## src/rtl/fw_ram_ctrl_pkg.sv

```systemverilog
`default_nettype none
// ============================================================================
// Module      : fw_ram_ctrl_pkg
// Description : Shared constants for the FW RAM access controller: RAM
//               geometry and the controller FSM state encodings.
// Revision    : 1.0 - initial release
// ============================================================================
package fw_ram_ctrl_pkg;

    // FW RAM geometry
    localparam int FW_RAM_ADDR_WIDTH = 8;
    localparam int FW_RAM_WORDS      = 2 ** FW_RAM_ADDR_WIDTH;
    localparam int FW_RAM_DATA_WIDTH = 32;

    // Controller FSM state encodings
    localparam int                  ST_WIDTH  = 2;
    localparam logic [ST_WIDTH-1:0] ST_IDLE   = 2'd0;
    localparam logic [ST_WIDTH-1:0] ST_ACCESS = 2'd1;
    localparam logic [ST_WIDTH-1:0] ST_DENY   = 2'd2;
    localparam logic [ST_WIDTH-1:0] ST_WIPE   = 2'd3;

endpackage : fw_ram_ctrl_pkg
`default_nettype wire

```

## src/rtl/fw_ram_ctrl_wiper.sv

```systemverilog
`default_nettype none
// ============================================================================
// Module      : fw_ram_ctrl_wiper
// Description : Wipe address counter. Advances one word per cycle while
//               run_i is high and flags the last word of the RAM. The
//               counter wraps to zero naturally after the last word.
// Revision    : 1.0 - initial release
// ============================================================================
module fw_ram_ctrl_wiper #(
    parameter int ADDR_WIDTH = 8
) (
    input  logic                  clk,
    input  logic                  reset,
    input  logic                  run_i,
    output logic [ADDR_WIDTH-1:0] addr_o,
    output logic                  last_o
);

    localparam logic [ADDR_WIDTH-1:0] C_ONE = {{(ADDR_WIDTH-1){1'b0}}, 1'b1};

    logic [ADDR_WIDTH-1:0] cnt_q;

    // Word counter: one step per wipe cycle, wraps to 0 after the last word
    always_ff @(posedge clk) begin
        if (reset) begin
            cnt_q <= '0;
        end else if (run_i) begin
            cnt_q <= cnt_q + C_ONE;
        end
    end

    assign addr_o = cnt_q;
    assign last_o = (cnt_q == {ADDR_WIDTH{1'b1}});

endmodule : fw_ram_ctrl_wiper
`default_nettype wire

```

## src/rtl/fw_ram_ctrl.sv

```systemverilog
`default_nettype none
// ============================================================================
// Module      : fw_ram_ctrl
// Description : Owns every access to the FW RAM. Firmware-mode CPU accesses
//               pass through; app-mode accesses are answered locally (reads
//               return 0, writes dropped). A wipe sequencer overwrites the
//               whole RAM on app-mode entry, firmware zeroize, or reset.
// Revision    : 1.0 - initial release
// ============================================================================
module fw_ram_ctrl
    import fw_ram_ctrl_pkg::*;
#(
    parameter int                    ADDR_WIDTH    = FW_RAM_ADDR_WIDTH,
    parameter int                    DATA_WIDTH    = FW_RAM_DATA_WIDTH,
    parameter logic [DATA_WIDTH-1:0] WIPE_PATTERN  = '0,
    parameter bit                    WIPE_ON_RESET = 1'b1
) (
    input  logic                    clk,
    input  logic                    reset,
    input  logic                    fw_app_mode,
    input  logic                    zeroize,
    input  logic                    cpu_cs,
    input  logic [DATA_WIDTH/8-1:0] cpu_we,
    input  logic [ADDR_WIDTH-1:0]   cpu_address,
    input  logic [DATA_WIDTH-1:0]   cpu_write_data,
    output logic [DATA_WIDTH-1:0]   cpu_read_data,
    output logic                    cpu_ready,
    output logic                    ram_cs,
    output logic [DATA_WIDTH/8-1:0] ram_we,
    output logic [ADDR_WIDTH-1:0]   ram_address,
    output logic [DATA_WIDTH-1:0]   ram_write_data,
    input  logic [DATA_WIDTH-1:0]   ram_read_data,
    input  logic                    ram_ready,
    output logic                    wipe_busy
);

    logic [ST_WIDTH-1:0]   state_q;
    logic [ST_WIDTH-1:0]   state_d;
    logic [ST_WIDTH-1:0]   cur_state;
    logic                  boot_q;
    logic                  app_mode_q;
    logic                  pending_q;
    logic                  pending_d;
    logic                  trigger;
    logic                  wipe_last;
    logic [ADDR_WIDTH-1:0] wipe_addr;

    // boot_q marks the first cycle after reset. The register itself holds
    // IDLE through reset; the reset-time wipe is injected here so that the
    // wipe occupies that very first cycle with the counter already at 0.
    assign cur_state = (boot_q && WIPE_ON_RESET) ? ST_WIPE : state_q;

    // Rising edge of app mode, or a zeroize that only firmware may issue
    assign trigger = (fw_app_mode && !app_mode_q) || (zeroize && !fw_app_mode);

    fw_ram_ctrl_wiper #(
        .ADDR_WIDTH (ADDR_WIDTH)
    ) u_wiper (
        .clk    (clk),
        .reset  (reset),
        .run_i  (cur_state == ST_WIPE),
        .addr_o (wipe_addr),
        .last_o (wipe_last)
    );

    // State register plus trigger bookkeeping
    always_ff @(posedge clk) begin
        if (reset) begin
            state_q    <= ST_IDLE;
            boot_q     <= 1'b1;
            app_mode_q <= 1'b0;
            pending_q  <= 1'b0;
        end else begin
            state_q    <= state_d;
            boot_q     <= 1'b0;
            app_mode_q <= fw_app_mode;
            pending_q  <= pending_d;
        end
    end

    // Next state: a wipe always wins over a new CPU request in IDLE; a
    // trigger seen mid-access is parked in pending until the access ends.
    always_comb begin
        state_d   = cur_state;
        pending_d = pending_q;
        case (cur_state)
            ST_IDLE: begin
                if (pending_q || trigger) begin
                    state_d = ST_WIPE;
                end else if (cpu_cs) begin
                    state_d = fw_app_mode ? ST_DENY : ST_ACCESS;
                end
            end
            ST_ACCESS: begin
                if (ram_ready) begin
                    state_d = ST_IDLE;
                end
            end
            ST_DENY: begin
                state_d = ST_IDLE;
            end
            ST_WIPE: begin
                if (wipe_last) begin
                    state_d = ST_IDLE;
                end
            end
            default: begin
                state_d = ST_IDLE;
            end
        endcase

        // Triggers during a wipe merge into it; entering WIPE consumes pending
        if (cur_state != ST_WIPE) begin
            if (state_d == ST_WIPE) begin
                pending_d = 1'b0;
            end else if (trigger) begin
                pending_d = 1'b1;
            end
        end
    end

    // Outputs: RAM/CPU mux per state, all forced low while reset is held
    always_comb begin
        cpu_read_data  = '0;
        cpu_ready      = 1'b0;
        ram_cs         = 1'b0;
        ram_we         = '0;
        ram_address    = '0;
        ram_write_data = '0;
        wipe_busy      = 1'b0;
        if (!reset) begin
            case (cur_state)
                ST_IDLE: begin
                    if (!pending_q && !trigger && cpu_cs && !fw_app_mode) begin
                        ram_cs         = 1'b1;
                        ram_we         = cpu_we;
                        ram_address    = cpu_address;
                        ram_write_data = cpu_write_data;
                    end
                end
                ST_ACCESS: begin
                    cpu_ready     = ram_ready;
                    cpu_read_data = ram_ready ? ram_read_data : '0;
                end
                ST_DENY: begin
                    cpu_ready = 1'b1;
                end
                ST_WIPE: begin
                    ram_cs         = 1'b1;
                    ram_we         = '1;
                    ram_address    = wipe_addr;
                    ram_write_data = WIPE_PATTERN;
                    wipe_busy      = 1'b1;
                end
                default: begin
                    cpu_ready = 1'b0;
                end
            endcase
        end
    end

endmodule : fw_ram_ctrl
`default_nettype wire

```

## config.mk

```make
export PLATFORM = sky130hd
export DESIGN_NAME = fw_ram_ctrl
export DESIGN_NICKNAME = d
export VERILOG_FILES = /design/src/rtl/fw_ram_ctrl_pkg.sv /design/src/rtl/fw_ram_ctrl_wiper.sv /design/src/rtl/fw_ram_ctrl.sv
export SDC_FILE = /design/constraint.sdc
export NUM_CORES = 1
export LEC_CHECK = 0
export CORE_MARGIN = 1.5
export CORE_UTILIZATION = 29
export CTS_BUF_LIST = sky130_fd_sc_hd__clkbuf_8
export CTS_CLUSTER_SIZE = 30
export DETAILED_ROUTE_END_ITERATION = 8
export PLACE_DENSITY = 0.88
export SETUP_SLACK_MARGIN = 0.3
export SYNTH_ARGS = -nofsm -noshare
export SYNTH_HDL_FRONTEND = slang
export SYNTH_SLANG_ARGS = --single-unit
```

## constraint.sdc

```tcl
create_clock -name clk -period 4.7 [get_ports clk]
set_input_delay 1.41 -clock clk [delete_from_list [all_inputs] [get_ports clk]]
set_output_delay 1.41 -clock clk [all_outputs]
set_load 0.05 [all_outputs]
```

After elaboration in Yosys (flattened, before gate mapping)
Index checks and enable logic that the tools add are counted.

Flip-flop bits (word level): 13. Input bits: 82. Output and inout port bits: 79.

Muxes and demuxes: 29. Equal/unequal tests: 6. Add/subtract/negate cells: 1. Reductions and logical operators: 14.

Operators with widths (count): 32-bit two-way mux (6); 8-bit two-way mux (2); 8-bit case mux with 2 select lines (1); 2-bit two-way mux (6); 8-bit by 1-bit adder with 8-bit output, second input constant (1); 8-bit == test, second input constant (1); 1-bit two-way mux (8); 4-bit two-way mux (2); 2-bit case mux with 4 select lines (1); 4-bit case mux with 2 select lines (1); 2-bit == test, second input constant (3); 1-bit logical AND (5); 1-bit zero test (4); 1-bit case mux with 2 select lines (2); 2-bit by 1-bit == test with 1-bit output, second input constant (1); 2-bit zero test (1); 1-bit logical OR (2); 2-bit != test, second input constant (1); 2-bit AND reduction (1); 2-bit nonzero test (1).

Logic depth before layout (Yosys ltp)
Gate-level depths: netlist (run 1).

Word-level depth: 10. Depth in mapped cells: 8. Mapped depth without buffers: 6.

By module
From an unflattened synthesis (run 1), not the netlist that was laid out.

Cell total of the unflattened synthesis: 176. Area total of the unflattened synthesis: 1302.5 um^2.

By module, submodules not included: fw_ram_ctrl (cells each 137, sequential area each 100.1 um^2, area each 957.2 um^2, instances 1); fw_ram_ctrl_wiper (cells each 39, sequential area each 160.2 um^2, area each 345.3 um^2, instances 1).

Worst setup path before layout (run 1)
Ideal clock, no wire load.

Kind: in2out. From: in reset. To: out ram_we[2]. Data arrival time: 3.019 ns. Required time: 3.290 ns. Cell stages on the path: 3. Path buffers: 1. Setup slack: 0.271 ns. Cells stage by stage: or2_2 clkbuf_1 nor3_1.

Cells in the longest elaborated chain, start to end: 1.

Ends and longest elaborated chain: start, declared (line fw_ram_ctrl.sv:19) `input logic reset,`; 4-bit two-way mux (line fw_ram_ctrl.sv:131) `if (!reset) begin`; end, declared (line fw_ram_ctrl.sv:29) `output logic [DATA_WIDTH/8-1:0] ram_we,`.

Every way passes these cells.

Worst setup path after layout (run 1)
From: in cpu_cs. To: out ram_we[0].

Cells in the longest elaborated chain, start to end: 5.

Ends and longest elaborated chain: start, declared (line fw_ram_ctrl.sv:22) `input logic cpu_cs,`; 1-bit logical AND (2 in a row) (line fw_ram_ctrl.sv:134) `if (!pending_q && !trigger && cpu_cs && !fw_app_mode) begin`; 4-bit two-way mux (line fw_ram_ctrl.sv:134); 4-bit case mux with 2 select lines (line fw_ram_ctrl.sv:132) `case (cur_state)`; 4-bit two-way mux (line fw_ram_ctrl.sv:131).

Every way passes these cells.

==> results of run 1 <==
-- metrics by stage --
step	instance area (um^2)	utilization [%]
finish	3850	87.9
global route	3850	87.9
CTS	3810	87.0
floorplan	1320	-
global placement	3740	85.3
detailed placement	3740	85.3
-- worst paths after layout --
path                           from                end  slack, ps  depth (start not counted)
hold / removal    u_wiper.addr_o[7]  u_wiper.addr_o[7]        520                          2
hold reg to reg   u_wiper.addr_o[7]  u_wiper.addr_o[7]        520                          2
setup reg to reg             boot_q  u_wiper.addr_o[7]       2350                          6
setup / recovery             cpu_cs          ram_we[0]        310                          6
-- kinds of logic after synthesis --
group | Yosys count | synth area share, %
buffers and inverters | 17 | 5.48
AND/OR/NAND/NOR | 115 | 50.9
XOR/XNOR | 4 | 2.65
AO/OA/AOI/OAI | 27 | 14.9
flip-flops | 13 | 19.7
multiplexers | 1 | 0.756
adder cells (fa/ha/maj) | 6 | 5.67
-- cells in the mapped netlist --
cell type / instances
or4_1: 1
o31ai_1: 2
ha_1: 6
nor3b_1: 2
clkbuf_1: 6
or3_2: 1
nor3_1: 4
dfxtp_1: 13
and3_1: 1
xnor2_1: 1
and4bb_1: 1
or2_2: 2
a32oi_1: 8
a21oi_1: 6
nand3_1: 1
nand4_1: 3
buf_2: 1
o311ai_0: 1
o21ai_0: 3
nor2_1: 20
clkbuf_2: 3
nor2b_1: 7
and3_4: 1
buf_4: 1
o211ai_1: 3
inv_1: 5
clkinv_1: 1
mux2i_1: 1
or3_1: 1
and2_1: 65
xor2_1: 3
o41ai_1: 3
nand3_2: 1
nand2_1: 4
o21ba_2: 1
-- where the power goes --
| part | leakage, nW | internal [mW] | total (mW) | switching (mW) |
|---|---|---|---|---|
| sequential | 0.106 | 0.117 | 0.125 | 0.00734 |
| clock | 0.0269 | 0.0579 | 0.101 | 0.0435 |
| combinational | 1.39 | 0.137 | 0.269 | 0.132 |
| total | 1.52 | 0.312 | 0.495 | 0.183 |
-- area by class of cell --
type / count / area, um^2 / share of cell area, %
repair buffers: 163 / 2400 / 62.4
multi-input cells: 154 / 1050 / 27.4
flip-flops and latches: 13 / 260 / 6.76
well taps: 52 / 65.1 / 1.69
clock buffers: 3 / 41.3 / 1.07
inverters: 6 / 22.5 / 0.585
clock inverters: 1 / 3.75 / 0.0974
-- critical path: cells and delay by family --
kind	cells	cell delay, ps
AOI/OAI and AO/OA	1	100
and+or+nand+nor	2	550
buffers and inverters	3	910
-- flip-flops by register name, summed over array words and instances, names as in the netlist --
signal          flops
u_wiper.addr_o      8
state_q             2
app_mode_q          1
boot_q              1
pending_q           1
-- per-layer routing --
metal	wire, um	vias up	global-route usage [%]
met5	0	-	0
met4	185	0	10.7
met3	593	17	3.99
met2	4380	114	56.1
met1	3030	975	35.3
li1	-	935	-
-- timing repair --
action	in CTS	in global routing
pin swaps	1	2
gates cloned	1	0
hold endpoints to repair	0	0
hold buffers	0	0
resized for setup	6	8
endpoints found under the setup margin	53	47
==> results.json, run 1 <==
{
  "setup_slack_ps": 312,
  "syn2layout_area_growth_pct": 191,
  "final_common_cell": "clkdlybuf4s50_1",
  "crit_type": "in2out",
  "firstDrtPassIters": 4,
  "cts.sinks": 13,
  "clkTransAtPathRegs_ps": 50,
  "die_y_um": 70.6,
  "fillerInstances": 164,
  "htreeDepth": 1,
  "dp_slack_ps": 169,
  "cts_made_buffers": 3,
  "tns_ps": 0,
  "core_area_um2": 4380,
  "worstPathRequired_ps": 3290,
  "min_path_type": "reg2reg",
  "yosys_warnings": 0,
  "holdWs_ps": 519,
  "finalCritPeriodShare_pct": 93.4,
  "cts_setup_buffers": 0,
  "ant_nets": 0,
  "synth_top_area_cell": "and2_1",
  "grt_pass1_wl_um": 11500,
  "grt_max_degree": 33,
  "synth_seq_cells": 13,
  "ys_seq_area_share_pct": 19.7,
  "max_cap_violations": 0,
  "synthCells": 183,
  "crit_path_top_delay_cell": "clkdlybuf4s50_1",
  "status": "finished clean",
  "rsz0062_at_grt": "false",
  "drt_iter0_markers": 120,
  "dp_hpwl_um": 6360,
  "setup_viol": 0,
  "critPathArrivalTime_ps": 2980,
  "ys_top_cells_by_area": "and2_1 31%, dfxtp_1 20%, ha_1 5.7%, nor2_1 5.7%, a32oi_1 5.3%",
  "start_util_pct": 30.2,
  "syn_nets": 271,
  "final_cell_mix": "80 x clkdlybuf4s50_1, 78 x buf_12, 65 x and2_1",
  "finalMaxSlewViolations": 0,
  "min_period_ps": 4390,
  "rows": 24,
  "dp_cells": 387,
  "vias": 2041,
  "finalNonFillerCells": 392,
  "grt.total_usage_pct": 30.1,
  "synth_cell_types": 35,
  "path_cells": "clkdlybuf4s50_1 -> and4bb_2 -> a21oi_1 -> buf_4 -> nor3_4 -> buf_12",
  "fin_worst_skew_ps": 3.32,
  "synth_top_area_share_pct": 30.7,
  "wire_per_inst_um": 20.9,
  "fp.dieW_um": 70.6,
  "place.gp.congestion": 0.897,
  "fmax_mhz": 228,
  "ir_drop_v": 0.000189,
  "clock_latency_ps": 250,
  "antenna_found_initial": 0,
  "synth_area_um2": 1320,
  "port_buffers": 160,
  "grt-ovfl-total": 0,
  "routed_wl_um": 8180,
  "cts_tree": "yes",
  "crit_fanout": 5,
  "route.detailed.drc": 0,
  "io_pins": 161,
  "finalHoldViolCount": 0,
  "cts_buffer_depth": 2,
  "n_antenna_cell": 0,
  "cts-root-buf": "clkbuf_8",
  "drive_gt1_share_pct": 29.1,
  "p_leak_nw": 1.52,
  "slew_headroom_pct": 40.8,
  "pwr_density_cell_nw_per_um2": 128,
  "power_uw": 495,
  "grt_pass1_vias": 1953,
  "cp_slowest_stage_delay_ps": 500,
  "vias_per_cell": 5.21,
  "worst_slew_pin_slew_ps": 888,
  "die_area_um2": 4980,
  "end_kind": "output pin",
  "nets": 429,
  "start_kind": "primary input",
  "postSynthAreaPerCell_um2": 7.23
}
No activity file was read; power rests on OpenSTA's default activity.
==> inputs of run 2 (changes only) <==
--- a/config.mk
+++ b/config.mk
@@ -5,7 +5,7 @@
 export SDC_FILE = /design/constraint.sdc
 export NUM_CORES = 1
 export LEC_CHECK = 0
-export CORE_MARGIN = 1.5
+export CORE_MARGIN = 3
 export CORE_UTILIZATION = 29
 export CTS_BUF_LIST = sky130_fd_sc_hd__clkbuf_8
 export CTS_CLUSTER_SIZE = 30
==> run 2 against run 1 <==
Net effect:
- flip-flop and latch count unchanged
- maximum frequency increased by 1.0%
- setup slack improved by 43 ps
- register-to-register slack improved by 50 ps
- final area decreased by 0.62%
==> results.json, run 2 (synthesis results as in run 1) <==
{
  "htreeDepth": 1,
  "net-switching-power_uw": 171,
  "clock_latency_ps": 250,
  "slew_headroom_pct": 43.3,
  "place.gp.congestion": 0.999,
  "cts.sinks": 13,
  "port_buffers": 160,
  "cts_made_buffers": 3,
  "final_cell_mix": "80 x clkdlybuf4s50_1, 78 x buf_12, 65 x and2_1",
  "grt-ovfl-total": 0,
  "worstPathRequired_ps": 3290,
  "pwr_density_cell_nw_per_um2": 125,
  "crit_family": "simple AND/OR/NAND/NOR gates",
  "crit_path_top_delay_cell": "clkdlybuf4s50_1",
  "crit_fanout": 16,
  "post_dp_cell_area_um2": 3730,
  "drt_iter0_markers": 98,
  "finalCritPeriodShare_pct": 92.4,
  "clkTransAtPathRegs_ps": 50,
  "routed_wl_um": 8040,
  "nets": 428,
  "max_cap_violations": 0,
  "finalMaxSlewViolations": 0,
  "start_util_pct": 31.5,
  "vias": 1987,
  "start_kind": "primary input",
  "cts_hold_repair.buffers": 0,
  "setup_viol": 0,
  "end_kind": "output pin",
  "fin_worst_skew_ps": 3.34,
  "final_common_cell": "clkdlybuf4s50_1",
  "seq_power_share_pct": 25.9,
  "cts_buffer_depth": 2,
  "io_pins": 161,
  "wire_per_inst_um": 20.7,
  "power_frac_clock_pct": 20.5,
  "status": "finished clean",
  "cts_setup_buffers": 0,
  "grt.total_usage_pct": 28.4,
  "route.detailed.drc": 0,
  "rsz0062_at_grt": "true",
  "ir_drop_v": 0.000193,
  "core_area_um2": 4200,
  "antenna_found_initial": 0,
  "cts_tree": "yes",
  "critPathArrivalTime_ps": 2930,
  "largest_reg_flops": 8,
  "fin_area_um2": 3830,
  "firstDrtPassIters": 4,
  "path_cells": "clkdlybuf4s50_1 -> and4bb_4 -> and3_4 -> and2_1 -> buf_12",
  "syn2layout_area_growth_pct": 189,
  "finalHoldViolCount": 0,
  "dp_hpwl_um": 6600,
  "grt_pass1_wl_um": 11500,
  "grt_max_degree": 33,
  "die_area_um2": 5410,
  "fp.dieW_um": 73.6,
  "min_period_ps": 4340,
  "n_antenna_cell": 0,
  "die_y_um": 73.6,
  "cp_num_buf_inv": 2,
  "p_leak_nw": 1.50,
  "cp_slowest_stage_delay_ps": 520,
  "intPower_uw": 309,
  "vias_per_cell": 5.11,
  "combPwrFrac_pct": 53.7,
  "crit_type": "in2out",
  "tns_ps": 0,
  "min_path_type": "reg2reg",
  "worst_slew_pin_slew_ps": 850,
  "drive_gt1_share_pct": 29.2,
  "cts-root-buf": "clkbuf_8",
  "rows": 23,
  "fmax_mhz": 230,
  "swShare_pct": 35.6,
  "ant_nets": 0,
  "grt_pass1_vias": 2021
}
## run 2: changes by cell type in the layout (fill, tap and decap cells not counted)
cell      change
nor3_2        +4
a21oi_1       -1
buf_4         -2
buf_6         +1
nor3_4        -4
and4bb_4      +1
and4bb_2      -1
a21oi_2       +1
## run 2: power by group through the flow
stage	sequential, mW	combinational (mW)	clock [mW]
after floorplan	0.125	0.106	0
after global placement	0.125	0.240	0
after detailed placement	0.126	0.249	0
after CTS	0.124	0.252	0.0979
after global routing	0.125	0.272	0.106
final	0.124	0.258	0.0983
## run 2: worst paths after layout
check                         start           endpoint  slack (ps)  cells past startpoint
setup / recovery             cpu_cs  ram_write_data[9]         360                      5
hold / removal    u_wiper.addr_o[7]  u_wiper.addr_o[7]         530                      2
setup reg to reg             boot_q  u_wiper.addr_o[7]        2400                      6
hold reg to reg   u_wiper.addr_o[7]  u_wiper.addr_o[7]         530                      2
## run 2: final cells by class
class / count / area, um^2
Multi-Input combinational cell: 154 / 1040
Tap cell: 50 / 62.6
Clock inverter: 1 / 3.75
Inverter: 6 / 22.5
Fill cell: 157 / 373
Clock buffer: 3 / 41.3
Timing Repair Buffer: 162 / 2400
Sequential cell: 13 / 260
## run 2: repair_timing
action | in CTS | in global routing
gates resized for setup | 2 | 11
setup endpoints to repair | 49 | 75
endpoints found under the hold margin | 0 | 0
cloned | 0 | 1
pin swaps | 0 | 3
## run 2: metrics by stage
stage	total power, mW	util (%)	hold slack, ps	setup WS, ps	instances
after floorplan	0.231	-	465	271	183
after global placement	0.365	88.8	488	224	384
after detailed placement	0.375	88.8	515	79.4	384
after CTS	0.473	90.0	523	257	388
after global routing	0.503	91.1	560	261	389
final	0.480	91.1	529	355	389
## run 2: layer usage
layer / up-vias / share of wire, % / global-route usage (%)
met3: 15 / 7.8 / 5.34
met5: - / 0 / 0
met1: 941 / 35 / 31.4
met4: 0 / 1.9 / 6.84
li1: 931 / - / -
met2: 100 / 55 / 54.5
## run 2: worst min-delay path, delay by kind of cell, from the launching register on
kind	cells	cell delay (ps)
flip-flops	1	340
AO/OA/AOI/OAI	2	140
